**src/rtl/jtcontra_layermix.sv**
```systemverilog
// Multi-layer colour mixer: frame-latched priority, per-layer enables,
// dual-port palette RAM and a 4-stage pixel pipeline with aligned blanking.
module jtcontra_layermix #(
    parameter int NLAYER = 2,
    parameter int PXLW   = 7,
    parameter int COLW   = 5,
    localparam int LW    = (NLAYER == 2) ? 1 : 2,
    localparam int PALW  = LW + PXLW
) (
    input  logic                   clk,
    input  logic                   rst,
    input  logic                   pxl_cen,
    input  logic                   LHBL,
    input  logic                   LVBL,
    output logic                   LHBL_dly,
    output logic                   LVBL_dly,
    input  logic [NLAYER*PXLW-1:0] pxl_in,
    input  logic [NLAYER*LW-1:0]   prio_order,
    input  logic [NLAYER-1:0]      layer_en,
    input  logic                   pal_cs,
    input  logic                   cpu_rnw,
    input  logic                   cpu_cen,
    input  logic [PALW:0]          cpu_addr,
    input  logic [7:0]             cpu_dout,
    output logic [7:0]             pal_dout,
    output logic [COLW-1:0]        red,
    output logic [COLW-1:0]        green,
    output logic [COLW-1:0]        blue
);

    localparam int NSLOT = 2**LW;

    function automatic logic [NLAYER*LW-1:0] identity_order();
        logic [NLAYER*LW-1:0] o;
        o = '0;
        for (int k = 0; k < NLAYER; k++) o[k*LW +: LW] = LW'(k);
        return o;
    endfunction

    localparam logic [NLAYER*LW-1:0] ORDER_ID = identity_order();

    logic [7:0]             pal_lo [0:2**PALW-1];
    logic [7:0]             pal_hi [0:2**PALW-1];
    logic [PALW-1:0]        cpu_entry;

    logic [NLAYER*LW-1:0]   order_act;
    logic [NLAYER*PXLW-1:0] pxl_s1;
    logic [NLAYER-1:0]      en_s1;
    logic                   lhbl_s1, lvbl_s1, lhbl_s2, lvbl_s2, lhbl_s3, lvbl_s3;
    logic [PALW-1:0]        addr_s2;
    logic [14:0]            entry_s3;

    logic [PXLW-1:0]        layer_pix [0:NSLOT-1];
    logic [NSLOT-1:0]       opaque;
    logic [LW-1:0]          win_idx;
    logic [PXLW-1:0]        win_pxl;
    logic                   blank;

    assign cpu_entry = cpu_addr[PALW:1];

    // Palette storage is never cleared by reset
    always_ff @(posedge clk) begin
        if (pal_cs && !cpu_rnw && cpu_cen) begin
            if (cpu_addr[0]) pal_hi[cpu_entry] <= cpu_dout;
            else             pal_lo[cpu_entry] <= cpu_dout;
        end
    end

    always_ff @(posedge clk) begin
        if (rst)         pal_dout <= '0;
        else if (pal_cs) pal_dout <= cpu_addr[0] ? pal_hi[cpu_entry] : pal_lo[cpu_entry];
    end

    // S1 capture; the order latches on the first tick of vertical blank
    always_ff @(posedge clk) begin
        if (rst) begin
            pxl_s1    <= '0;
            en_s1     <= '0;
            lhbl_s1   <= 1'b0;
            lvbl_s1   <= 1'b0;
            order_act <= ORDER_ID;
        end else if (pxl_cen) begin
            pxl_s1  <= pxl_in;
            en_s1   <= layer_en;
            lhbl_s1 <= LHBL;
            lvbl_s1 <= LVBL;
            if (!LVBL && lvbl_s1) order_act <= prio_order;
        end
    end

    // Out-of-range layer indices read as a transparent zero pixel
    always_comb begin
        for (int k = 0; k < NSLOT; k++) begin
            layer_pix[k] = '0;
            opaque[k]    = 1'b0;
        end
        for (int k = 0; k < NLAYER; k++) begin
            layer_pix[k] = pxl_s1[k*PXLW +: PXLW];
            opaque[k]    = en_s1[k] && (pxl_s1[k*PXLW +: 4] != 4'd0);
        end
        win_idx = order_act[(NLAYER-1)*LW +: LW];
        for (int s = NLAYER-1; s >= 0; s--) begin
            if (opaque[order_act[s*LW +: LW]]) win_idx = order_act[s*LW +: LW];
        end
        win_pxl = layer_pix[win_idx];
    end

    always_ff @(posedge clk) begin
        if (rst) begin
            addr_s2  <= '0;
            lhbl_s2  <= 1'b0;
            lvbl_s2  <= 1'b0;
            entry_s3 <= '0;
            lhbl_s3  <= 1'b0;
            lvbl_s3  <= 1'b0;
        end else if (pxl_cen) begin
            addr_s2  <= {win_idx, win_pxl};
            lhbl_s2  <= lhbl_s1;
            lvbl_s2  <= lvbl_s1;
            entry_s3 <= {pal_hi[addr_s2][6:0], pal_lo[addr_s2]};
            lhbl_s3  <= lhbl_s2;
            lvbl_s3  <= lvbl_s2;
        end
    end

    assign blank = !(lhbl_s3 && lvbl_s3);

    always_ff @(posedge clk) begin
        if (rst) begin
            red      <= '0;
            green    <= '0;
            blue     <= '0;
            LHBL_dly <= 1'b0;
            LVBL_dly <= 1'b0;
        end else if (pxl_cen) begin
            red      <= blank ? '0 : entry_s3[4  -: COLW];
            green    <= blank ? '0 : entry_s3[9  -: COLW];
            blue     <= blank ? '0 : entry_s3[14 -: COLW];
            LHBL_dly <= lhbl_s3;
            LVBL_dly <= lvbl_s3;
        end
    end

endmodule

```
**config.mk**
```make
export PLATFORM = sky130hd
export DESIGN_NAME = jtcontra_layermix
export DESIGN_NICKNAME = d
export VERILOG_FILES = /design/src/rtl/jtcontra_layermix.sv
export SDC_FILE = /design/constraint.sdc
export NUM_CORES = 2
export LEC_CHECK = 0
export BUFFER_PORTS_ARGS = -buffer_cell sky130_fd_sc_hd__buf_2
export CAP_MARGIN = 20
export CORE_MARGIN = 8
export CORE_UTILIZATION = 45
export DETAILED_ROUTE_END_ITERATION = 16
export PLACE_DENSITY_LB_ADDON = 0.25
export SYNTH_ARGS = -nofsm -noshare
export SYNTH_HDL_FRONTEND = slang
export SYNTH_SLANG_ARGS = --single-unit
```
**constraint.sdc**
```tcl
create_clock -name clk -period 5 [get_ports clk]
set_input_delay 1 -clock clk [delete_from_list [all_inputs] [get_ports clk]]
set_output_delay 1 -clock clk [all_outputs]
set_load 0.02 [all_outputs]
```
==> flow_metrics.env <==
export IMPL_outcome="finished, final reports clean"
export IMPL_final_layout_size_suffix_gt1_share_pct=41.6
export IMPL_antenna_found_initial=52
export IMPL_vias=108000
export IMPL_fp_row_count=239
export IMPL_fin_cells=15600
export IMPL_cp_end_kind="flop"
export IMPL_async_flop_share_pct=0
export IMPL_drc=0
export IMPL_cts_root_buf="clkbuf_16"
export IMPL_post_cts_buffers=0
export IMPL_grt_use_total_pct=28.4
export IMPL_min_delay_start="prio_order[1]"
export IMPL_dr_pass1_iters=7
export IMPL_nets=9585
export IMPL_routed_via_density=6.95
export IMPL_synth_seq_cells=4168
export IMPL_synth_edf_count=4096
export IMPL_critPathSlowestCell="a41oi_1"
export IMPL_max_stage_delay_ns=0.69
export IMPL_finalMaxSlewViolations=0
export IMPL_clk_latency_ns=1.03
export IMPL_fp_dieH_um=668
export IMPL_syn_instance_count=8813
export IMPL_ctsHoldBuffers=0
export IMPL_cts_clk_slew_worst_paths_ns=0.07
export IMPL_dieWidth_um=668
export IMPL_clk_path_buf_depth=4
export IMPL_rsz0062_at_grt="no"
export IMPL_synth_area_per_cell_sq_um=21.7
export IMPL_yosysWarnings=0
export IMPL_finalCriticalPeriod_ns=4.13
export IMPL_cp_required_ns=5.85
export IMPL_finClkSkew_ns=0.0491
export IMPL_cts_htree_levels=5
export IMPL_cp_arrival_ns=4.98
export IMPL_drtIter0Drc=17800
export IMPL_antenna_left=0
export IMPL_crit_path_frequent_cell="buf_12"
export IMPL_areaGrowthSynthToFinish_pct=14.0
export IMPL_wirelength_um=642000
export IMPL_grt_pass1_wl_um=883000
export IMPL_core_area_sq_mm=0.423
export IMPL_cts_buffers=428
export IMPL_portBuffers=67
export IMPL_crit_buf_inv=5
export IMPL_syn_nets=8856
export IMPL_yosysUniqueCellTypes=65
export IMPL_initial_core_util_pct=45.1
export IMPL_clock_fmax_mhz=242
export IMPL_dieArea_sq_mm=0.446
export IMPL_ctsResizeCount=0
export IMPL_cts_sinks=4168
export IMPL_ir_drop_uv=307
export IMPL_worst_slew_pin_slew_ns=1.18
export IMPL_hold_class="input port to flop"
export IMPL_gp_congestion=0.932
export IMPL_slew_limit_headroom_pct=20.5
export IMPL_period_share_pct=82.5
export IMPL_powerDensity_mw_per_mm2=354
export IMPL_reg2reg_from="addr_s2[0]$_SDFFE_PP0P_"
export IMPL_wl_per_cell_um=41.2
export IMPL_synth_seq_area_share_pct=65.1
export IMPL_hpwl_um=434000
export IMPL_crit_fanout=29
export IMPL_grt_ovfl_total=0
export IMPL_crit_start="cpu_addr[1]"
export IMPL_grt_pass1_vias=107000
export IMPL_hold_violations=0
export IMPL_cp_cell_sequence="buf_12 > buf_12 > buf_12 > buf_12 > mux4_2 > mux4_2 > a21oi_1 > o211ai_1 > a41oi_1 > buf_4 > o32ai_1"
export IMPL_ioPinCount=68
export IMPL_drv_cap=0
export IMPL_p_leak_nw=67.0
export IMPL_dp_cells=14800
export IMPL_ys_flop_type="edfxtp_1"
export IMPL_tritoncts="done"
export IMPL_crit_family="buffers and inverters"
export IMPL_grt_max_degree=169
export IMPL_setup_tns_ns=0
export IMPL_setup_violations=0
export IMPL_netlist_area_sq_mm=0.191
export IMPL_worst_setup_path_type="input port to flop"
export IMPL_cp_start_kind="input port"
==> per-layer routing <==
metal	share of wire, %	track usage, %	vias up
met5	0.041	0	-
met4	5.9	13.6	38
met3	12	7.37	1363
met2	46	43.0	7807
met1	36	38.6	58900
li1	-	-	40300
==> cells in the mapped netlist, types with 4 or more instances <==
cell / number / area share (%)
a2111oi_0: 4 / 0.018
a211oi_1: 17 / 0.067
a21oi_1: 48 / 0.13
a221oi_1: 11 / 0.050
a22o_1: 11 / 0.050
a22oi_1: 119 / 0.47
a31oi_1: 13 / 0.043
and2_1: 9 / 0.029
and3_1: 4 / 0.013
and4b_1: 5 / 0.026
buf_1: 63 / 0.12
buf_2: 190 / 0.50
buf_4: 90 / 0.35
buf_6: 41 / 0.24
clkbuf_1: 341 / 0.67
dfxtp_1: 72 / 0.75
edfxtp_1: 4096 / 64
mux2_2: 23 / 0.14
mux2i_1: 245 / 1.3
mux4_2: 2402 / 28
nand2_1: 133 / 0.26
nand2b_1: 14 / 0.046
nand3_1: 52 / 0.14
nand3b_1: 5 / 0.020
nand4_1: 14 / 0.046
nor2_1: 586 / 1.2
nor2b_1: 32 / 0.10
nor3_1: 21 / 0.055
nor4_1: 9 / 0.029
nor4b_1: 7 / 0.032
nor4bb_1: 6 / 0.031
o211ai_1: 24 / 0.094
o21ai_0: 13 / 0.034
o22ai_1: 26 / 0.085
o311ai_0: 4 / 0.018
o32ai_1: 11 / 0.050
==> sequential cells by signal, indices dropped and copies added (netlist names) <==
signal,flops
addr_s2,8
LHBL_dly,1
lhbl_s3,1
entry_s3,15
lvbl_s2,1
pal_hi,2048
lhbl_s2,1
lvbl_s3,1
pal_lo,2048
lvbl_s1,1
blue,5
LVBL_dly,1
pal_dout,8
red,5
pxl_s1,14
en_s1,2
green,5
lhbl_s1,1
order_act,2
==> stage by stage <==
stage / util (%) / setup WS [ns] / hold slack (ns) / area (sq um) / power (mW)
2_1_floorplan: - / 1.20 / 0.443 / 191000 / 43.0
3_3_place_gp: 48.2 / 0.0216 / 0.466 / 204000 / 46.1
3_5_place_dp: 48.3 / 0.0660 / 0.490 / 204000 / 46.2
4_1_cts: 51.5 / 1.06 / 0.189 / 218000 / 77.4
5_1_grt: 51.5 / 0.880 / 0.209 / 218000 / 78.8
6_report: 51.5 / 0.874 / 0.249 / 218000 / 77.3
==> power breakdown <==
group	switching [mW]	internal [mW]
Clock	13.9	17.9
Sequential	0.161	38.4
Combinational	4.13	2.84
Total	18.2	59.1
==> layout make-up <==
cell class / count / area [sq um]
tap: 5663 / 7090
fill: 33000 / 205000
sequential: 4168 / 124000
multi-input combinational: 3914 / 63400
antenna: 25 / 62.6
clock buffer: 524 / 11300
timing repair buffer: 1025 / 9310
clock inverter: 262 / 2340
inverter: 5 / 26.3
==> cell usage in the layout (no fill, tap or decap), types with 8 or more instances in the layout <==
| cell type | count |
|---|---|
| clkbuf_1 | 82 |
| clkinvlp_4 | 11 |
| a22oi_1 | 119 |
| a22o_1 | 11 |
| nand4_1 | 14 |
| nor2_1 | 581 |
| a221oi_1 | 11 |
| dfxtp_1 | 65 |
| nor2b_1 | 28 |
| clkbuf_16 | 435 |
| mux4_2 | 2402 |
| nand3_1 | 36 |
| buf_4 | 831 |
| nand2_1 | 117 |
| o32ai_1 | 11 |
| mux2i_1 | 245 |
| edfxtp_1 | 4096 |
| mux2_2 | 23 |
| nand3_2 | 16 |
| buf_12 | 132 |
| nor3_1 | 20 |
| buf_8 | 11 |
| clkinv_1 | 104 |
| bufinv_16 | 36 |
| clkinv_8 | 8 |
| o211ai_1 | 24 |
| nand2_2 | 16 |
| a21oi_1 | 48 |
| and2_1 | 8 |
| diode_2 | 25 |
| buf_2 | 49 |
| nor4_1 | 8 |
| o21ai_0 | 13 |
| a211oi_1 | 17 |
| a31oi_1 | 13 |
| o22ai_1 | 26 |
| clkinv_2 | 85 |
| nand2b_1 | 14 |
==> path summary, 6_finish.rpt <==
kind | endpoint | slack (ns) | depth (start not counted)
min | order_act[1]$_SDFFE_PP1P_ | 0.25 | 3
min reg2reg | LHBL_dly$_SDFFE_PP0P_ | 0.50 | 2
max reg2reg | entry_s3[9]$_SDFFE_PP0P_ | 1.02 | 7
max | pal_dout[6]$_SDFFE_PP0P_ | 0.87 | 11
==> worst min-delay path, cell delays in order <==
cell      delay [ns]
buf_2           0.08
mux2i_1         0.06
nand2b_1        0.07
==> cells by family (layout without fill, tap and decap cells) <==
kind of cell	count (synthesis)	after routing	share of synthesized area, %
other	0	25	0
buffers and inverters	731	1816	1.90
AO/OA/AOI/OAI	337	337	1.27
AND/OR/NAND/NOR	907	907	2.02
flip-flops	4168	4168	65.1
multiplexers	2670	2670	29.7
Note: power is estimated with default switching activity, not from simulation.
